### src/rtl/strand_fetch_buffer_if.sv
// Instruction-cache request/response bundle for the strand fetch buffer.
// The master side issues fetches and receives returned words.
`ifndef STRANDS_PER_CORE
`define STRANDS_PER_CORE 4
`endif
`ifndef STRAND_INDEX_WIDTH
`define STRAND_INDEX_WIDTH 2
`endif
`ifndef NOP
`define NOP 32'h0000_0000
`endif

interface strand_fetch_buffer_if;
   logic                           ifetch_request;
   logic [31:0]                    ifetch_pc;
   logic [`STRAND_INDEX_WIDTH-1:0] ifetch_strand;
   logic                           icache_data_valid;
   logic [31:0]                    icache_data;
   logic [`STRAND_INDEX_WIDTH-1:0] icache_strand;

   modport master (
      output ifetch_request,
      output ifetch_pc,
      output ifetch_strand,
      input  icache_data_valid,
      input  icache_data,
      input  icache_strand
   );

   modport slave (
      input  ifetch_request,
      input  ifetch_pc,
      input  ifetch_strand,
      output icache_data_valid,
      output icache_data,
      output icache_strand
   );
endinterface

### src/rtl/strand_fetch_buffer.sv
// Per-strand two-entry instruction buffer with round-robin fetch.
// One fetch is outstanding core-wide; rollback flushes and redirects.
`ifndef STRANDS_PER_CORE
`define STRANDS_PER_CORE 4
`endif
`ifndef STRAND_INDEX_WIDTH
`define STRAND_INDEX_WIDTH 2
`endif
`ifndef NOP
`define NOP 32'h0000_0000
`endif

module strand_fetch_buffer #(
   parameter logic [31:0] RESET_PC = 32'h0
) (
   input  logic                             clk,
   input  logic                             reset_n,
   input  logic [`STRANDS_PER_CORE-1:0]     cr_strand_enable,
   strand_fetch_buffer_if.master            ic,
   input  logic [`STRANDS_PER_CORE-1:0]     rb_rollback_strand,
   input  logic [`STRANDS_PER_CORE*32-1:0]  rb_rollback_pc,
   input  logic [`STRANDS_PER_CORE-1:0]     ss_instruction_req,
   output logic [`STRANDS_PER_CORE-1:0]     if_instruction_valid,
   output logic [`STRANDS_PER_CORE*32-1:0]  if_instruction,
   output logic [`STRANDS_PER_CORE*32-1:0]  if_pc,
   output logic [`STRANDS_PER_CORE-1:0]     if_branch_predicted,
   output logic [`STRANDS_PER_CORE-1:0]     if_long_latency
);
   localparam int NS = `STRANDS_PER_CORE;
   localparam int IW = `STRAND_INDEX_WIDTH;

   logic [31:0]   fpc_q [NS];
   logic [31:0]   fpc_d [NS];
   logic [1:0]    cnt_q [NS];
   logic [1:0]    cnt_d [NS];
   logic [31:0]   epc_q [NS][2];
   logic [31:0]   epc_d [NS][2];
   logic [31:0]   ein_q [NS][2];
   logic [31:0]   ein_d [NS][2];
   logic [NS-1:0] pend_q, pend_d;
   logic [NS-1:0] drop_q, drop_d;
   logic [31:0]   rpc_q, rpc_d;
   logic [IW-1:0] ptr_q, ptr_d;

   logic [NS-1:0] elig;
   logic          gnt_v;
   logic [IW-1:0] gnt_s;
   logic [IW-1:0] scan;
   logic [NS-1:0] pop_v, rsp_v, push_v;
   logic [1:0]    lvl [NS];

   // Pick one eligible strand, searching from the one after the last grant
   always_comb begin
      elig  = '0;
      gnt_v = 1'b0;
      gnt_s = '0;
      scan  = '0;
      for (int s = 0; s < NS; s++) begin
         elig[s] = cr_strand_enable[s] & ~pend_q[s]
                 & (cnt_q[s] != 2'd2);
      end
      if (pend_q != '0) begin
         elig = '0;
      end
      for (int i = 0; i < NS; i++) begin
         scan = ptr_q + IW'(i);
         if (!gnt_v && elig[scan]) begin
            gnt_v = 1'b1;
            gnt_s = scan;
         end
      end
   end

   assign ic.ifetch_request = gnt_v & reset_n;
   assign ic.ifetch_pc      = fpc_q[gnt_s];
   assign ic.ifetch_strand  = gnt_s;

   // Next state: grant bookkeeping, response push, head pop, rollback
   always_comb begin
      ptr_d = gnt_v ? gnt_s + IW'(1) : ptr_q;
      rpc_d = gnt_v ? fpc_q[gnt_s] : rpc_q;
      pend_d = pend_q;
      drop_d = drop_q;
      pop_v  = '0;
      rsp_v  = '0;
      push_v = '0;
      for (int s = 0; s < NS; s++) begin
         fpc_d[s] = fpc_q[s];
         cnt_d[s] = cnt_q[s];
         epc_d[s] = epc_q[s];
         ein_d[s] = ein_q[s];
         pop_v[s] = ss_instruction_req[s] & (cnt_q[s] != 2'd0);
         rsp_v[s] = ic.icache_data_valid & pend_q[s]
                  & (ic.icache_strand == IW'(s));
         lvl[s]   = cnt_q[s] - {1'b0, pop_v[s]};
         push_v[s] = rsp_v[s] & ~drop_q[s] & (lvl[s] != 2'd2);
         if (gnt_v && gnt_s == IW'(s)) begin
            pend_d[s] = 1'b1;
            fpc_d[s]  = fpc_q[s] + 32'd4;
         end
         if (rsp_v[s]) begin
            pend_d[s] = 1'b0;
            drop_d[s] = 1'b0;
         end
         if (rb_rollback_strand[s]) begin
            cnt_d[s]  = 2'd0;
            fpc_d[s]  = rb_rollback_pc[s*32 +: 32];
            drop_d[s] = pend_d[s];
         end else begin
            if (pop_v[s]) begin
               epc_d[s][0] = epc_q[s][1];
               ein_d[s][0] = ein_q[s][1];
            end
            if (push_v[s]) begin
               epc_d[s][lvl[s][0]] = rpc_q;
               ein_d[s][lvl[s][0]] = ic.icache_data;
            end
            cnt_d[s] = lvl[s] + {1'b0, push_v[s]};
         end
      end
   end

   // State registers
   always_ff @(posedge clk or negedge reset_n) begin
      if (!reset_n) begin
         pend_q <= '0;
         drop_q <= '0;
         rpc_q  <= '0;
         ptr_q  <= '0;
         for (int s = 0; s < NS; s++) begin
            fpc_q[s]    <= RESET_PC;
            cnt_q[s]    <= 2'd0;
            epc_q[s][0] <= '0;
            epc_q[s][1] <= '0;
            ein_q[s][0] <= '0;
            ein_q[s][1] <= '0;
         end
      end else begin
         pend_q <= pend_d;
         drop_q <= drop_d;
         rpc_q  <= rpc_d;
         ptr_q  <= ptr_d;
         for (int s = 0; s < NS; s++) begin
            fpc_q[s] <= fpc_d[s];
            cnt_q[s] <= cnt_d[s];
            epc_q[s] <= epc_d[s];
            ein_q[s] <= ein_d[s];
         end
      end
   end

   // Head presentation and static decode per strand
   always_comb begin
      if_instruction_valid = '0;
      if_instruction       = '0;
      if_pc                = '0;
      if_branch_predicted  = '0;
      if_long_latency      = '0;
      for (int s = 0; s < NS; s++) begin
         if_instruction[s*32 +: 32] = `NOP;
         if (cnt_q[s] != 2'd0) begin
            if_instruction_valid[s]    = 1'b1;
            if_instruction[s*32 +: 32] = ein_q[s][0];
            if_pc[s*32 +: 32]          = epc_q[s][0];
            if_long_latency[s] =
               (ein_q[s][0][31:28] == 4'b1100);
            if_branch_predicted[s] =
               (ein_q[s][0][31:28] == 4'b1111)
               & ein_q[s][0][24];
         end
      end
   end
endmodule

### src/flat_wrapper.sv
// flat-port wrapper written by rule: the top's interface ports become plain ports
module strand_fetch_buffer_flat 
#(
   parameter logic [31:0] RESET_PC = 32'h0
)
  (clk, reset_n, cr_strand_enable, rb_rollback_strand, rb_rollback_pc, ss_instruction_req, if_instruction_valid, if_instruction, if_pc, if_branch_predicted, if_long_latency, ic_ifetch_request, ic_ifetch_pc, ic_ifetch_strand, ic_icache_data_valid, ic_icache_data, ic_icache_strand);
  strand_fetch_buffer_if ic_i ();
  input  logic clk;
  input  logic reset_n;
  input  logic [`STRANDS_PER_CORE-1:0] cr_strand_enable;
  input  logic [`STRANDS_PER_CORE-1:0] rb_rollback_strand;
  input  logic [`STRANDS_PER_CORE*32-1:0] rb_rollback_pc;
  input  logic [`STRANDS_PER_CORE-1:0] ss_instruction_req;
  output logic [`STRANDS_PER_CORE-1:0] if_instruction_valid;
  output logic [`STRANDS_PER_CORE*32-1:0] if_instruction;
  output logic [`STRANDS_PER_CORE*32-1:0] if_pc;
  output logic [`STRANDS_PER_CORE-1:0] if_branch_predicted;
  output logic [`STRANDS_PER_CORE-1:0] if_long_latency;
  output wire logic [$bits(ic_i.ifetch_request)-1:0] ic_ifetch_request;
  output wire logic [$bits(ic_i.ifetch_pc)-1:0] ic_ifetch_pc;
  output wire logic [$bits(ic_i.ifetch_strand)-1:0] ic_ifetch_strand;
  input wire logic [$bits(ic_i.icache_data_valid)-1:0] ic_icache_data_valid;
  input wire logic [$bits(ic_i.icache_data)-1:0] ic_icache_data;
  input wire logic [$bits(ic_i.icache_strand)-1:0] ic_icache_strand;
  assign ic_ifetch_request = ic_i.ifetch_request;
  assign ic_ifetch_pc = ic_i.ifetch_pc;
  assign ic_ifetch_strand = ic_i.ifetch_strand;
  assign ic_i.icache_data_valid = ic_icache_data_valid;
  assign ic_i.icache_data = ic_icache_data;
  assign ic_i.icache_strand = ic_icache_strand;
  strand_fetch_buffer #(.RESET_PC(RESET_PC)) u_core (.clk(clk), .reset_n(reset_n), .cr_strand_enable(cr_strand_enable), .ic(ic_i), .rb_rollback_strand(rb_rollback_strand), .rb_rollback_pc(rb_rollback_pc), .ss_instruction_req(ss_instruction_req), .if_instruction_valid(if_instruction_valid), .if_instruction(if_instruction), .if_pc(if_pc), .if_branch_predicted(if_branch_predicted), .if_long_latency(if_long_latency));
endmodule
### config.mk
export PLATFORM = sky130hd
export DESIGN_NAME = strand_fetch_buffer_flat
export DESIGN_NICKNAME = d
export VERILOG_FILES = /design/src/rtl/strand_fetch_buffer_if.sv /design/src/rtl/strand_fetch_buffer.sv /design/src/flat_wrapper.sv
export SDC_FILE = /design/constraint.sdc
export NUM_CORES = 2
export LEC_CHECK = 0
export BUFFER_PORTS_ARGS = -buffer_cell sky130_fd_sc_hd__buf_2
export CAP_MARGIN = 20
export CORE_MARGIN = 2
export CORE_UTILIZATION = 58
export DETAILED_ROUTE_END_ITERATION = 8
export MAX_ROUTING_LAYER = met4
export PLACE_DENSITY = 0.81
export REMOVE_ABC_BUFFERS = 1
export SLEW_MARGIN = 20
export SYNTH_ARGS = -nofsm -noshare
export SYNTH_HDL_FRONTEND = slang
export SYNTH_SLANG_ARGS = --single-unit
### constraint.sdc
create_clock -name clk -period 4.1 [get_ports clk]
set_input_delay 0.205 -clock clk [delete_from_list [all_inputs] [get_ports clk]]
set_output_delay 0.205 -clock clk [all_outputs]
set_load 0.1 [all_outputs]
==> impl_metrics.env <==
export IMPL_die_height_um=244
export IMPL_cp_endpoint="ic_ifetch_pc[6]"
export IMPL_area_delta_synth_final_pct=22.3
export IMPL_avgSynthCellArea_um2=10.4
export IMPL_worst_clock_skew_ps=20.8
export IMPL_final_area_mm2=0.0410
export IMPL_viasPerCell=6.39
export IMPL_nets=3909
export IMPL_antenna_found_initial=6
export IMPL_io_buffer_count=479
export IMPL_p_per_area_mw_per_mm2=684
export IMPL_clk_path_buf_depth=3
export IMPL_final_common_cell="dfrtp_1"
export IMPL_ys_seq_elements=690
export IMPL_cts_tree="built"
export IMPL_leakage_nw=18.9
export IMPL_period_share_pct=97.6
export IMPL_dieArea_mm2=0.0597
export IMPL_clk_latency_ps=610
export IMPL_drtAntennaViolNets=0
export IMPL_worstSetupStartpoint="u_core.cnt_q[1]"
export IMPL_grt_max_degree=132
export IMPL_routedWlPerCell_um=24.9
export IMPL_max_freq_mhz=250
export IMPL_ys_warnings_count=0
export IMPL_relSlewSlack_pct=29.9
export IMPL_n_fill_cell=3953
export IMPL_synth_edf_count=0
export IMPL_slew_viol_final=0
export IMPL_yosysUniqueCellTypes=68
export IMPL_start_kind="flop"
export IMPL_drcViolationCount=0
export IMPL_dp_final_hpwl_um=68300
export IMPL_grt_pass1_wl_um=172000
export IMPL_ir_drop_mv=0.613
export IMPL_min_period_ps=4000
export IMPL_grt_ovfl_total=0
export IMPL_arrival_ps=3800
export IMPL_setup_viol=0
export IMPL_cts_sinks=690
export IMPL_worst_pin_slew_ps=1050
export IMPL_rsz0062_at_grt="no"
export IMPL_r2r_setup_slack_ps=650
export IMPL_drtPass1Iterations=6
export IMPL_regToRegEndpoint="u_core.pend_q[1]"
export IMPL_core_area_mm2=0.0574
export IMPL_syn_inst=3224
export IMPL_r2r_start="u_core.cnt_q[2]"
export IMPL_hold_viol=0
export IMPL_rows=88
export IMPL_end_kind="primary output"
export IMPL_synthFlopType="dfrtp_1"
export IMPL_finalPower_mw=28.0
export IMPL_gp_congestion=0.944
export IMPL_drv_cap=0
export IMPL_ys_seq_area_share_pct=51.5
export IMPL_cts_clk_slew_worst_paths_ps=60
export IMPL_drtIter0Drc=3386
export IMPL_cts_htree_levels=3
export IMPL_async_flop_share_pct=100
export IMPL_required_ps=3890
export IMPL_hold_class="input pin to flop"
export IMPL_postCtsSetupBuffers=0
export IMPL_final_cell_mix="dfrtp_1 (690), buf_2 (442), nand2_1 (406), o21ai_0 (331), mux2_2 (285)"
export IMPL_yosys_area_top_type="dfrtp_1"
export IMPL_numCtsBuffers=72
export IMPL_cts_root_buf="clkbuf_16"
export IMPL_synth_top_area_share_pct=51.5
export IMPL_whs_ps=70.6
export IMPL_dieWidth_um=244
export IMPL_reg2reg_depth=11
export IMPL_track_usage_pct=38.6
export IMPL_synth_area_top_cells="dfrtp_1 (52%), mux2_2 (9.6%), a22oi_1 (5.8%)"
export IMPL_critical_path_max_fanout=33
export IMPL_path_class="flop to primary output"
export IMPL_finalWirelength_um=113000
export IMPL_grt_pass1_vias=29013
export IMPL_status="finished clean"
export IMPL_post_dp_cell_area_mm2=0.0370
export IMPL_initial_core_util_pct=58.4
export IMPL_num_io_pins=480
export IMPL_syn_area_mm2=0.0335
export IMPL_dr_total_vias=29067
export IMPL_drive_gt1_share_pct=25.9
[worst min-delay path by stage]
stage | to | cells after the start | start
floorplan | async pin | 0 | reset_n
global placement | u_core.ein_q[111] | 1 | reset_n
detailed placement | u_core.ein_q[229] | 1 | reset_n
CTS | u_core.cnt_q[2] | 2 | rb_rollback_strand[2]
global route | u_core.cnt_q[3] | 2 | rb_rollback_strand[2]
finish | u_core.cnt_q[2] | 2 | rb_rollback_strand[2]
[routing by layer]
layer	wire [um]	up-vias	global-route usage, %
met5	0	-	-
li1	-	12403	-
met4	5120	0	18.0
met3	10600	374	6.06
met1	43400	14408	49.6
met2	54100	1882	60.7
[cells by family (layout without fill, tap and decap cells)]
kind of cell / Yosys count / after routing / synth area share [%]
AND/OR/NAND/NOR: 1026 / 1026 / 15.7
AO/OA/AOI/OAI: 714 / 714 / 13.5
flip-flops: 690 / 690 / 51.5
multiplexers: 380 / 380 / 12.5
buffers and inverters: 306 / 860 / 3.88
XOR/XNOR: 100 / 100 / 2.61
adder cells (fa/ha/maj): 8 / 8 / 0.299
other: 0 / 9 / 0
[final cells by class]
cell class / instances / area [um2] / area share, %
Antenna cell: 9 / 22.5 / 0.0550
Clock buffer: 109 / 2100 / 5.13
Clock inverter: 19 / 219 / 0.534
Inverter: 32 / 123 / 0.299
Multi-Input combinational cell: 2228 / 15100 / 36.9
Sequential cell: 690 / 17300 / 42.1
Tap cell: 765 / 957 / 2.34
Timing Repair Buffer: 700 / 5180 / 12.6
[power by group]
group	total [mW]	switching, mW	internal, mW
Sequential	10.3	1.66	8.68
Combinational	11.2	8.14	3.02
Clock	6.53	2.77	3.75
[critical path, cell delays in order, from the launching register on]
cell and delay (ps):
dfrtp_1 380, nor2b_1 290, o21ai_0 220, a211o_1 390, and2_4 180, o31a_4 370
inv_4 250, buf_12 270, mux2i_1 400, mux2i_1 210, buf_12 210
[metrics by stage]
step	setup TNS (ps)	setup slack, ps	utilization, %	instances
after floorplan	-1346760	-4690	-	2950
after global placement	0	739	64.4	4250
after detailed placement	0	712	64.4	4250
after CTS	0	59.2	71.4	4543
after global routing	0	3.45	71.4	4549
final	0	96.8	71.4	4552
[synth_stat cells, types with 10 or more instances]
cell	n
o21ai_1	11
mux2i_1	94
nor3_1	41
and3_1	35
dfrtp_1	690
nor2b_1	10
buf_2	21
clkbuf_1	187
a22oi_1	258
xnor2_1	61
nand2_1	406
o221ai_1	32
nor2_1	74
and2_1	265
inv_1	29
nand2b_1	11
nor4_1	43
xor2_1	39
a21oi_1	21
nand3_1	63
clkbuf_2	32
buf_1	17
a31oi_1	11
mux2_2	285
o31a_1	12
nand4_1	29
buf_4	11
o21ai_0	331
[repair_timing]
item | in CTS | in global routing
endpoints found under the setup margin | 0 | 14
hold endpoints to repair | 371 | 0
resized for setup | 0 | 7
hold buffers | 165 | 0
(Power assumes the default switching activity.)
